==> config.mk <==
export PLATFORM = sky130hd
export DESIGN_NAME = romload_ctrl
export DESIGN_NICKNAME = d
export VERILOG_FILES = /design/src/rtl/romload_ctrl.sv
export SDC_FILE = /design/constraint.sdc
export NUM_CORES = 1
export LEC_CHECK = 0
export ABC_CLOCK_PERIOD_IN_PS = 3500
export CORE_MARGIN = 3
export CORE_UTILIZATION = 54
export DETAILED_ROUTE_END_ITERATION = 6
export PLACE_DENSITY = 0.85
export SLEW_MARGIN = 10
export SYNTH_ARGS = -nofsm -noshare
export SYNTH_HDL_FRONTEND = slang
export SYNTH_SLANG_ARGS = --single-unit
==> constraint.sdc <==
create_clock -name clk_sys -period 3.5 [get_ports clk_sys]
set_input_delay 0.7 -clock clk_sys [delete_from_list [all_inputs] [get_ports clk_sys]]
set_output_delay 0.7 -clock clk_sys [all_outputs]
set_load 0.02 [all_outputs]
==> src/rtl/romload_ctrl.sv <==
// Download-to-ROM loader: buffers index-0 bytes in a 2-entry FIFO toward the ROM target and sequences the core reset.
// Latency: an accepted byte is visible on rom_wr one cycle after its dl_wr strobe.
// Backpressure: dl_wait rises when the FIFO is full; further pushes without a same-cycle pop are dropped and flagged.
module romload_ctrl #(
  parameter int ROM_BYTES   = 65536,
  parameter int HOLD_CYCLES = 16
) (
  input  logic        clk_sys,
  input  logic        reset_n,
  input  logic        dl_active,
  input  logic        dl_wr,
  input  logic [7:0]  dl_index,
  input  logic [24:0] dl_addr,
  input  logic [7:0]  dl_data,
  output logic        dl_wait,
  output logic        rom_wr,
  output logic [24:0] rom_addr,
  output logic [7:0]  rom_data,
  input  logic        rom_ready,
  output logic        core_reset,
  output logic [7:0]  game_no,
  output logic        load_done,
  output logic        size_err,
  output logic        ovf_err,
  output logic [24:0] byte_count
);

  localparam logic [25:0]   ROM_LIM   = 26'(ROM_BYTES);
  localparam int            HW        = (HOLD_CYCLES > 1) ? $clog2(HOLD_CYCLES) : 1;
  localparam logic [HW-1:0] HOLD_INIT = HW'(HOLD_CYCLES - 1);

  typedef enum logic [2:0] {IDLE, LOAD, DRAIN, HOLD, RUN} state_t;

  state_t        state;
  logic [HW-1:0] hold_cnt;
  logic          act_q;
  logic          act_qq;
  logic          rom_valid;
  logic [1:0]    fifo_cnt;
  logic [32:0]   ent0;
  logic [32:0]   ent1;

  logic        rise;
  logic        fall;
  logic        wr_rom;
  logic        in_range;
  logic        push_req;
  logic        push_ok;
  logic        push_drop;
  logic        pop;
  logic [32:0] din;

  // Edges are taken from the registered copy so a glitchy dl_active cannot retrigger within a cycle
  assign rise = act_q & ~act_qq;
  assign fall = ~act_q & act_qq;

  assign wr_rom    = dl_wr & dl_active & (dl_index == 8'd0);
  assign in_range  = {1'b0, dl_addr} < ROM_LIM;
  assign push_req  = wr_rom & in_range;
  assign pop       = (fifo_cnt != 2'd0) & rom_ready;
  // A full FIFO still takes a push when the head leaves in the same cycle
  assign push_ok   = push_req & ((fifo_cnt != 2'd2) | pop);
  assign push_drop = push_req & ~push_ok;
  assign din       = {dl_addr, dl_data};

  // Outputs toward both sides come straight from FIFO registers, never from inputs
  assign rom_wr   = (fifo_cnt != 2'd0);
  assign dl_wait  = (fifo_cnt == 2'd2);
  assign rom_addr = ent0[32:8];
  assign rom_data = ent0[7:0];

  // Register dl_active twice for edge detection
  always_ff @(posedge clk_sys or negedge reset_n) begin
    if (!reset_n) begin
      act_q  <= 1'b0;
      act_qq <= 1'b0;
    end else begin
      act_q  <= dl_active;
      act_qq <= act_q;
    end
  end

  // Two-entry shift FIFO: ent0 is always the head
  always_ff @(posedge clk_sys or negedge reset_n) begin
    if (!reset_n) begin
      fifo_cnt <= 2'd0;
      ent0     <= '0;
      ent1     <= '0;
    end else begin
      case ({push_ok, pop})
        2'b10: begin
          if (fifo_cnt == 2'd0) ent0 <= din;
          else                  ent1 <= din;
          fifo_cnt <= fifo_cnt + 2'd1;
        end
        2'b01: begin
          ent0     <= ent1;
          fifo_cnt <= fifo_cnt - 2'd1;
        end
        2'b11: begin
          if (fifo_cnt == 2'd1) begin
            ent0 <= din;
          end else begin
            ent0 <= ent1;
            ent1 <= din;
          end
        end
        default: ;
      endcase
    end
  end

  // Status: counters and sticky flags restart on each new download; rom_valid survives until reset
  always_ff @(posedge clk_sys or negedge reset_n) begin
    if (!reset_n) begin
      byte_count <= '0;
      size_err   <= 1'b0;
      ovf_err    <= 1'b0;
      rom_valid  <= 1'b0;
      game_no    <= 8'd0;
    end else begin
      if (rise) begin
        byte_count <= '0;
        size_err   <= 1'b0;
        ovf_err    <= 1'b0;
      end else begin
        if (push_ok && (byte_count != '1)) byte_count <= byte_count + 25'd1;
        if (push_drop)                     ovf_err    <= 1'b1;
        if (wr_rom && !in_range)           size_err   <= 1'b1;
      end
      if (push_ok) rom_valid <= 1'b1;
      if (dl_wr && (dl_index == 8'd1) && (dl_addr == 25'd0)) game_no <= dl_data;
    end
  end

  // Load sequencer with registered core_reset/load_done; a new download preempts any state
  always_ff @(posedge clk_sys or negedge reset_n) begin
    if (!reset_n) begin
      state      <= IDLE;
      hold_cnt   <= '0;
      core_reset <= 1'b1;
      load_done  <= 1'b0;
    end else if (rise) begin
      state      <= LOAD;
      core_reset <= 1'b1;
      load_done  <= 1'b0;
    end else begin
      case (state)
        LOAD: begin
          if (fall) state <= DRAIN;
        end
        DRAIN: begin
          if (fifo_cnt == 2'd0) begin
            state    <= HOLD;
            hold_cnt <= HOLD_INIT;
          end
        end
        HOLD: begin
          if (hold_cnt == '0) begin
            if (rom_valid) begin
              state      <= RUN;
              core_reset <= 1'b0;
              load_done  <= 1'b1;
            end else begin
              state <= IDLE;
            end
          end else begin
            hold_cnt <= hold_cnt - HW'(1);
          end
        end
        default: ;
      endcase
    end
  end

endmodule

==> results.txt <==
The data arrival time of the critical path is 2.20 ns. The least setup slack across all paths after layout came out at 0.602 ns. The depth of the worst register-to-register path is 7. The fraction of power spent switching nets came out at 31.2%. Dividing the final minimum period by the clock period gives 82.8%. Broken down by cell family, the worst path's largest delay share belongs to buffers and inverters. Entering global routing, the biggest net connects 64 pins. The count of antenna diodes in the layout came out at 0. Buffers placed on the I/O ports in this run total 117.

The initial utilization of the core area, before any placement, comes to 56.0%. The number of H-tree levels is 4. The final wirelength is 13,400 um. Pin placement for this block handled 118 I/O pins. The root buffer selected by CTS is sky130_fd_sc_hd__clkbuf_8. The synthesized design contains 115 register bits.

The flow ran to the end, and the final reports show no timing, DRC or antenna violations. The global-route wire length before repair is 22,700 um. No sink is reached through more buffers than the 2 on the longest clock path.

The capture instance of the worst register-to-register path is ent0[30]. The most used flip-flop cell after synthesis is sky130_fd_sc_hd__dfrtp_1. The post-synthesis net count came out at 501.

The post-synthesis async set-or-reset flop share came out at 100%. The count of cell instances traversed by the critical path is 4. The clock sink count came out at 115. The detailed-router iteration count before antenna repair came out at 5.

In the global route stage, overall resource usage came out at 26.2%. The net count of the finished layout is 632. The number of setup violations in the final report is 0. The slew at the pin closest to its max-slew limit came out at 1.03 ns.

The sequential share of the synthesized area came out at 55.4%. The kind of end point of the critical path is an output port. The post-cts resize count came out at 0. Compared with the post-synthesis result, the final layout area differs by 38.3%.

The critical path ends at rom_wr. The detail-routed net length per standard cell is 18.5 um. The number of remaining DRC errors came out at 0. The initial antenna violation count came out at 0. The achievable frequency came out at 345 MHz. The critical path contains buffers and inverters numbering 3 combined. The final hold violation count is 0. The total die area is 10,800 um^2. The final max-slew violation count is 0. The critical path starts at fifo_cnt[1]. The worst setup slack after placement is 0.294 ns. The routed design could run at a clock period as short as 2.90 ns. The highest fanout seen on the critical path came out at 5. The die boundary height is 104 um. The total number of vias is 4,236. The tightest slew margin relative to the limit came out at 31.3%. The total number of placement rows came out at 35. The number of enable-type register cells in the synthesized netlist came out at 0.

The biggest area contributor in the post-synthesis netlist is sky130_fd_sc_hd__dfrtp_1. The clock tree from TritonCTS is done. The instance count of the mapped netlist came out at 449. The accumulated negative setup slack came out at 0 ns. The leakage power of the design is 3.10 nW. The number of post-CTS setup repair buffers is 0.

The number of warning messages in the yosys log is 0. Summing every instance area after synthesis gives 5200 um^2. The number of max-cap violations is 0.

The post-route clock skew is 0.00641 ns. The placement-stage cell area is 6610 um^2. The maximum vdd ir drop is 395 uV. The register-to-register path setup slack came out at 0.72 ns.

Setup repair after global routing left no endpoint under its margin. At the end of the flow the core is filled with cells to 77.4%. The per-cell via count in the routed design is 5.87. The tightest min-delay check is of the input port to asynchronous set/reset pin type. The horizontal extent of the die came out at 104 um. The violation count after the first detailed-routing iteration is 198.

The internal power consumption came out at 3.16 mW. For this run, the slowest stage of the critical path takes 0.68 ns. The worst setup path is of the flip-flop to output port kind. The share of the synthesized area in the top cell type is 54.9%.

Global routing finished with a remaining overflow of 0. The count of nets left with antenna violations once routing finished came out at 0. The hold-fix buffer count after cts came out at 0. The worst-path cell with the longest stage delay is sky130_fd_sc_hd__clkdlybuf4s50_1. In the post-synthesis netlist, the biggest area contributors are sky130_fd_sc_hd__dfrtp_1, sky130_fd_sc_hd__mux2_2, sky130_fd_sc_hd__o221a_2. The placer's final routability congestion estimate came out at 0.826.

Yosys mapped the design onto 49 distinct sky130hd cell types. Of the total power, the clock network draws 36.7%. The critical path goes through inv_1 > ha_1 > inv_1 > clkdlybuf4s50_1.

Detailed placement finished with a half-perimeter wire length of 8910 um. The sequential share of power is 35.8%. In this run, the combinational gates consume 27.5% of the power.

The fraction of layout instances using a drive strength above 1 came out at 19.7%. Data on the critical path is required at its endpoint by 2.80 ns. The power density over cell area came out at 640 nW/um^2. The number of buffers added by the clock tree synthesis step is 17.

In this run the mean area of a mapped cell was 11.6 um^2. With fillers left out, the area of the finished cells amounts to 7190 um^2. The clock transition at the registers of the reported paths is 0.06 ns. The area of the placeable core is 9280 um^2.

STA classifies the critical path startpoint as a flip-flop. The power dissipated by switching net loads came out at 1.44 mW. By instance count, the cell type seen most on the critical path is sky130_fd_sc_hd__inv_1. The launch point of the worst reg-to-reg path is fifo_cnt[0]. The later pin in the worst-skew pair is clocked with a latency of 0.51 ns. The via count of the first global-routing pass is 4,463.
stage by stage:
step           power, mW  instances  hold WS, ns
3_3_place_gp        2.87        690        0.366
4_1_cts             4.62        722        0.243
2_1_floorplan       2.32        449        0.360
3_5_place_dp        2.91        690        0.367
5_1_grt             4.79        722        0.261
6_report            4.60        722        0.224
cells in the final DEF (no fill, tap or decap), types with 5 or more instances in the layout:
cell	instances
sky130_fd_sc_hd__nand2b_1	28
sky130_fd_sc_hd__nor3_1	8
sky130_fd_sc_hd__inv_1	14
sky130_fd_sc_hd__a21oi_1	25
sky130_fd_sc_hd__or3_1	11
sky130_fd_sc_hd__clkdlybuf4s50_1	116
sky130_fd_sc_hd__buf_4	14
sky130_fd_sc_hd__a22o_1	9
sky130_fd_sc_hd__nor2b_1	5
sky130_fd_sc_hd__nand2_1	13
sky130_fd_sc_hd__o221a_2	24
sky130_fd_sc_hd__or4_1	7
sky130_fd_sc_hd__mux2_2	36
sky130_fd_sc_hd__dfrtp_1	114
sky130_fd_sc_hd__and2_1	10
sky130_fd_sc_hd__nor4_1	10
sky130_fd_sc_hd__nor2_1	24
sky130_fd_sc_hd__inv_6	5
sky130_fd_sc_hd__clkbuf_16	16
sky130_fd_sc_hd__o21ai_0	15
sky130_fd_sc_hd__ha_1	6
sky130_fd_sc_hd__and3_1	5
sky130_fd_sc_hd__nand4_1	11
sky130_fd_sc_hd__nand3_1	15
power by group through the flow:
stage               Sequential (mW)  Clock [mW]  Combinational, mW
detailed placement             1.66           0               1.25
floorplan                      1.81           0              0.515
global placement               1.66           0               1.21
CTS                            1.64        1.71               1.27
finish                         1.64        1.69               1.27
global route                   1.67        1.77               1.35
cells by family (layout without fill, tap and decap cells):
logic type      after synthesis  in the layout  share of synthesized area, %
xor+xnor                      5              5                         0.843
simple gates                157            157                          17.2
flops                       115            115                          55.4
buf+inv                      33            177                          2.60
mux                          38             38                          8.18
compound gates               95             95                          14.4
fa+ha+maj                     6              6                          1.44
metal layers:
layer / track usage [%] / part of all wire (%)
met2: 45.4 / 53
met5: 0 / 0
met1: 31.5 / 40
met3: 7.70 / 6.2
met4: 8.26 / 1.2
cells in the mapped netlist, types with 7 or more instances:
master	count
sky130_fd_sc_hd__a21oi_1	25
sky130_fd_sc_hd__mux2_2	36
sky130_fd_sc_hd__nand2_1	13
sky130_fd_sc_hd__nand2b_1	28
sky130_fd_sc_hd__a22o_1	9
sky130_fd_sc_hd__nor4_1	10
sky130_fd_sc_hd__nor2_1	24
sky130_fd_sc_hd__and2_1	10
sky130_fd_sc_hd__inv_1	14
sky130_fd_sc_hd__clkbuf_1	14
sky130_fd_sc_hd__nand3_1	15
sky130_fd_sc_hd__o21ai_0	15
sky130_fd_sc_hd__or3_1	11
sky130_fd_sc_hd__dfrtp_1	114
sky130_fd_sc_hd__o221a_2	24
sky130_fd_sc_hd__or4_1	7
sky130_fd_sc_hd__nand4_1	11
sky130_fd_sc_hd__nor3_1	8
layout make-up:
type / count / area, um^2
timing repair buffer: 131 / 1290
fill: 600 / 2090
clock buffer: 19 / 432
multi-input combinational: 301 / 2230
sequential: 115 / 2880
inverter: 14 / 52.6
clock inverter: 13 / 149
tap: 129 / 161
state kept, by name (all words and copies together) (netlist names):
signal	flops
ent1	33
act_q	1
fifo_cnt	2
game_no	8
size_err	1
rom_valid	1
hold_cnt	4
act_qq	1
state	3
ent0	33
load_done	1
core_reset	1
byte_count	25
ovf_err	1
worst min path at each step:
stage / startpoint / end / depth (start not counted)
2_1_floorplan: act_q / act_qq / 0
3_3_place_gp: act_q / act_qq / 0
5_1_grt: reset_n / game_no[3] / 1
4_1_cts: reset_n / game_no[3] / 1
6_report: reset_n / game_no[3] / 1
3_5_place_dp: act_q / act_qq / 0
Power figures use the tool's default switching activity.
